File: src/rtl/stage4_normalize_pkg.sv
// Shared MAC field layout, exponent bias and saturation limits for the Stage4 normalizer.
// Also holds the registered record passed from sub-stage A to sub-stage B.
package stage4_normalize_pkg;

   localparam int CARRY_BIT   = 13;
   localparam int HIDDEN_BIT  = 12;
   localparam int FRAC_LSB    = 2;
   localparam int GUARD_BIT   = 1;
   localparam int STICKY_BIT  = 0;
   localparam int LZC_IN_W    = 14;
   localparam int LZC_CNT_W   = 4;
   localparam int NORM_W      = 11;
   localparam int EXP_BIAS    = 15;
   localparam int EXP_SAT_MAX = 63;
   localparam int EXP_SAT_MIN = -64;

   // lead is the leading-one position: 13 for the carry case, 0..12 otherwise
   typedef struct packed {
      logic                 sign;
      logic                 zero;
      logic [LZC_CNT_W-1:0] lead;
      logic [LZC_IN_W-1:0]  aligned;
   } stage_a_t;

endpackage

File: src/rtl/stage4_normalize_lzc.sv
// Combinational leading-zero counter over the 14-bit magnitude.
// count is zeros above the leading one; zero flags an all-zero input (count reads 14).
module leading_zero_count
   import stage4_normalize_pkg::*;
(
   input  logic [LZC_IN_W-1:0]  din,
   output logic [LZC_CNT_W-1:0] count,
   output logic                 zero
);

   // Ascending scan, so the highest set bit is the last to write count
   always_comb begin
      count = LZC_CNT_W'(LZC_IN_W);
      for (int i = 0; i < LZC_IN_W; i++) begin
         if (din[i]) count = LZC_CNT_W'(LZC_IN_W - 1 - i);
      end
   end

   assign zero = ~|din;

endmodule

File: src/rtl/stage4_normalize.sv
// Stage4 normalize: A aligns the magnitude so hidden sits at bit 12 and records the leading-one position;
// B rounds to nearest even, applies the exponent adjustment and saturates.
module stage4_normalize
   import stage4_normalize_pkg::*;
#(
   parameter int SUM_W = 14,
   parameter int EXP_W = 7
) (
   input  logic              clk,
   input  logic              rst,
   input  logic              valid_in,
   input  logic              hold,
   input  logic              sign_in,
   input  logic [EXP_W-1:0]  exp_in,
   input  logic [SUM_W-1:0]  sum_in,
   output logic              valid_out,
   output logic              sign,
   output logic [EXP_W-1:0]  exp_final,
   output logic [NORM_W-1:0] norm_sum
);

   localparam int STAGES = 2;
   localparam int XW     = EXP_W + 2;

   localparam logic signed [XW-1:0]  HID_X    = XW'(HIDDEN_BIT);
   localparam logic signed [XW-1:0]  ONE_X    = XW'(1);
   localparam logic signed [XW-1:0]  SAT_HI   = XW'(EXP_SAT_MAX);
   localparam logic signed [XW-1:0]  SAT_LO   = XW'(EXP_SAT_MIN);
   localparam logic [NORM_W-1:0]     NORM_ONE = {1'b1, {(NORM_W-1){1'b0}}};

   logic [LZC_CNT_W-1:0] lz_cnt;
   logic                 lz_zero;

   leading_zero_count u_lzc (
      .din   (sum_in),
      .count (lz_cnt),
      .zero  (lz_zero)
   );

   // ---------------- sub-stage A: alignment ----------------
   stage_a_t a_d, a_q;
   logic [EXP_W-1:0] a_exp_q;

   always_comb begin
      a_d      = '0;
      a_d.sign = sign_in;
      a_d.zero = lz_zero;
      if (sum_in[CARRY_BIT]) begin
         // shift right one; the dropped bit folds into sticky
         a_d.lead    = LZC_CNT_W'(CARRY_BIT);
         a_d.aligned = {1'b0, sum_in[CARRY_BIT:FRAC_LSB], sum_in[GUARD_BIT] | sum_in[STICKY_BIT]};
      end else if (!lz_zero) begin
         a_d.lead    = LZC_CNT_W'(CARRY_BIT) - lz_cnt;
         a_d.aligned = sum_in << (lz_cnt - LZC_CNT_W'(1));
      end
   end

   // ---------------- sub-stage B: round, exponent, saturate ----------------
   logic                    rnd_up;
   logic [NORM_W:0]         mant_r;
   logic signed [XW-1:0]    exp_x, lead_x, exp_r;
   logic                    b_sign;
   logic [EXP_W-1:0]        b_exp;
   logic [NORM_W-1:0]       b_norm;

   always_comb begin
      rnd_up = a_q.aligned[GUARD_BIT] & (a_q.aligned[STICKY_BIT] | a_q.aligned[FRAC_LSB]);
      mant_r = {a_q.aligned[CARRY_BIT], a_q.aligned[HIDDEN_BIT:FRAC_LSB]} + {{NORM_W{1'b0}}, rnd_up};
      exp_x  = {{2{a_exp_q[EXP_W-1]}}, a_exp_q};
      lead_x = {{(XW-LZC_CNT_W){1'b0}}, a_q.lead};
      // lead - 12 is +1 for carry and -(12-p) for a left shift
      exp_r  = exp_x + lead_x - HID_X;
      b_norm = mant_r[NORM_W-1:0];
      if (mant_r[NORM_W]) begin
         b_norm = NORM_ONE;
         exp_r  = exp_r + ONE_X;
      end
      if (exp_r > SAT_HI)      b_exp = SAT_HI[EXP_W-1:0];
      else if (exp_r < SAT_LO) b_exp = SAT_LO[EXP_W-1:0];
      else                     b_exp = exp_r[EXP_W-1:0];
      b_sign = a_q.sign;
      if (a_q.zero) begin
         b_sign = 1'b0;
         b_exp  = '0;
         b_norm = '0;
      end
   end

   // ---------------- registers ----------------
   logic [STAGES:1] vld_pipe;

   always_ff @(posedge clk) begin
      if (!rst) begin
         vld_pipe  <= '0;
         a_q       <= '0;
         a_exp_q   <= '0;
         sign      <= 1'b0;
         exp_final <= '0;
         norm_sum  <= '0;
      end else if (!hold) begin
         vld_pipe  <= {vld_pipe[STAGES-1:1], valid_in};
         a_q       <= a_d;
         a_exp_q   <= exp_in;
         sign      <= b_sign;
         exp_final <= b_exp;
         norm_sum  <= b_norm;
      end
   end

   assign valid_out = vld_pipe[STAGES];

endmodule

File: config.mk
export PLATFORM = sky130hd
export DESIGN_NAME = stage4_normalize
export DESIGN_NICKNAME = d
export VERILOG_FILES = /design/src/rtl/stage4_normalize_pkg.sv /design/src/rtl/stage4_normalize_lzc.sv /design/src/rtl/stage4_normalize.sv
export SDC_FILE = /design/constraint.sdc
export NUM_CORES = 1
export LEC_CHECK = 0
export BUFFER_PORTS_ARGS = -buffer_cell sky130_fd_sc_hd__buf_2
export CAP_MARGIN = 15
export CORE_UTILIZATION = 55
export DETAILED_ROUTE_END_ITERATION = 8
export PLACE_DENSITY = 0.79
export SLEW_MARGIN = 30
export SYNTH_ARGS = -nofsm -noshare
export SYNTH_HDL_FRONTEND = slang
export SYNTH_HIERARCHICAL = 1
export SYNTH_SLANG_ARGS = --single-unit
File: constraint.sdc
create_clock -name clk -period 6.15 [get_ports clk]
set_input_delay 1.23 -clock clk [delete_from_list [all_inputs] [get_ports clk]]
set_output_delay 1.23 -clock clk [all_outputs]
set_load 0.05 [all_outputs]
Word level (Yosys, flattened, before mapping):

Index checks and enable logic that the tools add are counted.
Widths: inputs -> output; s select.

* shift-type cells: 1
* order comparisons: 2
* reduce and logical (&&, ||, !) cells: 2
* bitwise gates (word level): 3
* multiplexer cells: 23
* add/subtract/negate cells: 6

Operator list (count)
* $mux 18: 2
* $mux 4: 8
* $mux 11: 2
* $mux 7: 3
* $reduce_or 14->1: 1
* $shl 14x4->14: 1
* $add 12x1->12: 1
* $mux 3: 4
* $add 9x2->9 const B: 1
* $gt 9x7->1 const B: 1
* $lt 9x7->1 const B: 1
* $mux 9: 1
* $sub 8x5->9 const B: 1
* $add 7x5->8: 1
* $mux 2: 2
* $sub 4x1->4 const B: 1
* $sub 4x4->4 const A: 1
* $or 1x1->1: 2
* $and 1x1->1: 1
* $logic_not 1->1: 1
* $mux 1: 1

* register bits after elaboration: 48
* output and inout bits: 20
* bits of input ports: 26

Logic depth before layout (Yosys ltp):

* depth after elaboration: 18
* mapped depth: 16
* mapped depth without buffers: 13

Cells and area by module:

The synthesis kept the hierarchy.

By module, submodules not included
* stage4_normalize: area each 3145.5 sq um, seq. area each 960.9 sq um, cells each 346, times used 1
* leading_zero_count: area each 157.7 sq um, seq. area each 0.0 sq um, cells each 26, times used 1

Worst setup path before layout:

No wires, ideal clock.

* path kind: input-to-reg
* start point: in sum_in[1]
* end point: reg a_q[11] (netlist bit)
* stages on the path: 14
* setup slack: 2178 ps
* arrival time: 3847 ps
* cell sequence: nand2b_1 -> a21oi_1 -> o21bai_1 -> a21oi_1 -> clkbuf_1 -> inv_2 -> ha_1 -> clkbuf_1 -> buf_2 -> mux2_2 -> o21ai_0 -> o22ai_1 -> a222oi_1 -> nor2b_1

* word-level cells in the longest chain between the ends: 17
* elaborated cells between the ends (all ways): 18
* those cells by class: 1 x add/sub; 1 x shift; 15 x mux; 1 x reduce/logical

Ends and longest elaborated chain
* start: declaration: line stage4_normalize.sv:15 `input logic [SUM_W-1:0] sum_in,`
* $mux 2: line stage4_normalize_lzc.sv:15 `if (din[i]) count = LZC_CNT_W'(LZC_IN_W - 1 - i);`
* $mux 3 (4 in series): line stage4_normalize_lzc.sv:15
* $mux 4 (8 in series): line stage4_normalize_lzc.sv:15
* via lz_cnt[0]: line stage4_normalize.sv:31 `logic [LZC_CNT_W-1:0] lz_cnt;`
* $sub 4x1->4: line stage4_normalize.sv:54 `a_d.aligned = sum_in << (lz_cnt - LZC_CNT_W'(1));`
* $shl 14x4->14: line stage4_normalize.sv:54
* $mux 18: line stage4_normalize.sv:52 `end else if (!lz_zero) begin`
* $mux 18: line stage4_normalize.sv:48 `if (sum_in[CARRY_BIT]) begin`
* end signal: assignment: line stage4_normalize.sv:95 `a_q <= '0;`
* end signal: assignment: line stage4_normalize.sv:102 `a_q <= a_d;`
* end: declaration: line stage4_normalize.sv:41 `stage_a_t a_d, a_q;`

The timed path passes the listed nets, and every way through them passes these cells.
A chain may end at the register's enable or synchronous reset.

Final worst setup path:

Ends and elaborated chain as after synthesis.

==> summary.txt <==
Run status
  – Status: completed

Power and ir drop
  – Leakage: 1.57 nW
  – Net Sw Frac: 32.0%
  – Sw power: 0.280 mW
  – VDD IR max: 136 µV
  – PwrDens: 235 nW/µm²
  – Gate power share: 30.0%
  – Clock share of power: 30.1%
  – Total Power: 0.873 mW
  – Internal power: 0.593 mW
  – Reg power frac: 39.9%

Die
  – Die area: 6320 µm²
  – Top-Level Pins: 46
  – Std-Cell Rows: 27
  – Die W: 79.5 µm
  – Core ar.: 5640 µm²
  – Die height: 79.5 µm
  – Initial Util: 58.5%

Clocking
  – CTS resizes: 0
  – CTS buffer count: 5
  – CTS clk-pin slew, worst paths: 0.09 ns
  – Post-CTS Hold Fix Bufs: 0
  – Setup bufs post-CTS: 0
  – CTS root buf: clkbuf_8
  – CTS tree: built
  – H-tree depth: 2
  – Clk buf depth: 2
  – Sink Count: 48
  – Worst skew pair latency: 0.30 ns

STA
  – Sum of negative setup slack: 0 ns
  – Clock Skews: 0.00816 ns
  – Worst slew pin tran: 0.832 ns
  – Final setup violation count: 0
  – Peak Freq: 235 MHz
  – Crit share post-route: 69.2%
  – Slew Limit Headroom: 44.4%
  – Max-slew violations: 0
  – Setup ws final: 1.89 ns
  – Hold Vio Cnt, Final: 0
  – RSZ-0062 raised after global routing: false
  – Fin crit period: 4.26 ns

Critical path
  – Worst setup SP type: input pin
  – Crit path required time: 6.33 ns
  – CP Class: input pin to flip-flop
  – CP Capture Type: flip-flop
  – CP arrival: 4.44 ns
  – Crit path max fanout: 16
  – Reg2reg setup slack: 3.01 ns

Detailed routing
  – DR WL met2: 3290 µm
  – Max layer used: met4
  – Final WL: 7330 µm
  – Antenna-violating nets left: 0
  – Via/cell ratio: 5.88
  – DRC errors left: 0
  – Met3 wire len: 373 µm
  – Vias: 2847
  – Drt wl/cell: 15.1 µm
  – Met1 WL: 3590 µm
  – DR pass1 iterations: 8
  – First DRT Iteration DRCs: 159

Cells and area
  – Fin util: 66.0%
  – FILL cells: 508
  – Proportion of layout cells with a drive suffix above 1: 20.1%
  – Diodes inserted: 0
  – Final #Nets: 455
  – Final instance area: 3720 µm²
  – Area Overhead vs Synth: 12.7%

Min path
  – Worst Hold Class: flip-flop to flip-flop

Yosys
  – Async set or reset register ratio after synthesis: 0%
  – Synthesized area: 3300 µm²
  – Synthesized Nets: 415
  – Synth Register Bits: 48
  – Synth warn: 6
  – Post-synth EDFFs: 0
  – Avg Synthesized Cell Area: 8.88 µm²
  – Post-synthesis cell count: 372
  – Synth area leader: dfxtp_1
  – Register area share after synthesis: 29.1%
  – Share of the synthesized area in the top cell type: 29.1%
  – Yosys cell types: 62
  – Top_reg_cell synth: dfxtp_1
  – Synth area leaders: dfxtp_1 (29%), mux2i_1 (8.2%), nor2b_1 (7.2%), ha_1 (6.1%), nand2_1 (3.5%)

Place
  – Dpl ws: 1.57 ns
  – DP Area: 3590 µm²
  – Port Buf Inserts: 45
  – Hpwl dp: 5480 µm
  – GP Congestion: 0.893

Global route
  – Pin count of the biggest net entering global routing: 49
  – Global Route Usage Sum: 24.5%
  – Vias in the first global route: 2578
  – First-pass GRT wire length: 12200 µm
  – Initial antenna violation count: 0
  – GRT Residual Overflow: 0

Run
  – MaxCap Viol Count: 0
-- synth_stat cells, drive strengths merged, types with 3 or more instances --
cell type	n
a21boi	3
a21oi	9
a222oi	11
a22oi	13
and2	3
and3	8
buf	4
clkbuf	12
dfxtp	48
ha	16
inv	15
mux2	8
mux2i	27
nand2	31
nand2b	3
nand3	6
nand4	9
nor2	21
nor2b	38
nor3	5
o211ai	7
o21a	3
o21ai	20
o22ai	3
xnor2	10
xor2	11
-- worst max-delay path: stages --
cell and delay, ns:
buf_2 0.15, o21ai_0 0.17, nand3_1 0.09, a311oi_1 0.49
inv_1 0.16, ha_1 0.73, mux2_2 0.42, mux2i_1 0.26
nor2_1 0.07, a31oi_1 0.14, o22ai_1 0.09, a222oi_1 0.34
nor2b_1 0.08
-- power groups by stage --
stage               sequential (mW)  clock [mW]  combinational (mW)
floorplan                     0.388           0               0.165
global placement              0.354           0               0.256
detailed placement            0.355           0               0.259
CTS                           0.348       0.271               0.261
global route                  0.351       0.283               0.287
finish                        0.348       0.263               0.262
-- state kept, by name (all words and copies together) (netlist names) --
signal	flops
a_q	20
norm_sum	11
a_exp_q	7
exp_final	7
vld_pipe	2
sign	1
-- metal layers --
metal / GRT usage [%] / vias up
li1: - / 1441
met3: 3.20 / 6
met1: 34.8 / 1316
met2: 38.9 / 84
met4: 6.18 / 0
met5: 0 / -
-- final cells by class --
type                            instances  area [µm²]  area share, %
Inverter                               15        56.3           1.51
Sequential cell                        48         961           25.8
Clock buffer                            5        68.8           1.85
Tap cell                               72        90.1           2.42
Multi-Input combinational cell        293        2230           59.9
Clock inverter                          2        60.1           1.61
Timing Repair Buffer                   49         255           6.86
-- metrics by stage --
| stage | hold WS (ns) | instances |
|---|---|---|
| after global placement | 0.454 | 477 |
| final | 0.480 | 484 |
| after floorplan | 0.460 | 372 |
| after CTS | 0.483 | 484 |
| after detailed placement | 0.469 | 477 |
| after global routing | 0.509 | 484 |
-- cell families after synthesis --
logic type / share of synthesized area, %
flops: 29.1
compound gates: 19.8
mux: 11.7
buf+inv: 3.56
fa+ha+maj: 6.67
simple gates: 23.0
xor+xnor: 6.14
-- placed cells by master (no fill, tap or decap), types with 2 or more instances in the layout --
cell and instances:
o21a_1 3, clkbuf_8 5, nor3_1 3, and2_1 2, ha_1 16, a21oi_1 9
a222oi_1 11, mux2_2 7, nand4_1 7, a21boi_0 3, o31ai_1 2, o22ai_1 3
o21ai_0 19, o211a_1 2, nor2_1 21, mux2i_1 27, a22oi_1 13, inv_1 14
nor2b_1 38, nand2_1 31, buf_4 4, o211ai_1 6, xnor2_1 10, dfxtp_1 48
xor2_1 10, or2_2 2, nand2b_1 3, and3_1 6, bufinv_16 2, nand3_1 6
a211oi_1 2, buf_2 45
-- final timing paths --
path / startpoint / end / cells past startpoint
max: sum_in[1] / a_q[11] / 13
min: norm_sum[10] / norm_sum[10] / 2
max reg2reg: a_q[15] / exp_final[3] / 10
min reg2reg: norm_sum[10] / norm_sum[10] / 2
Note: power is estimated with default switching activity, not from simulation.
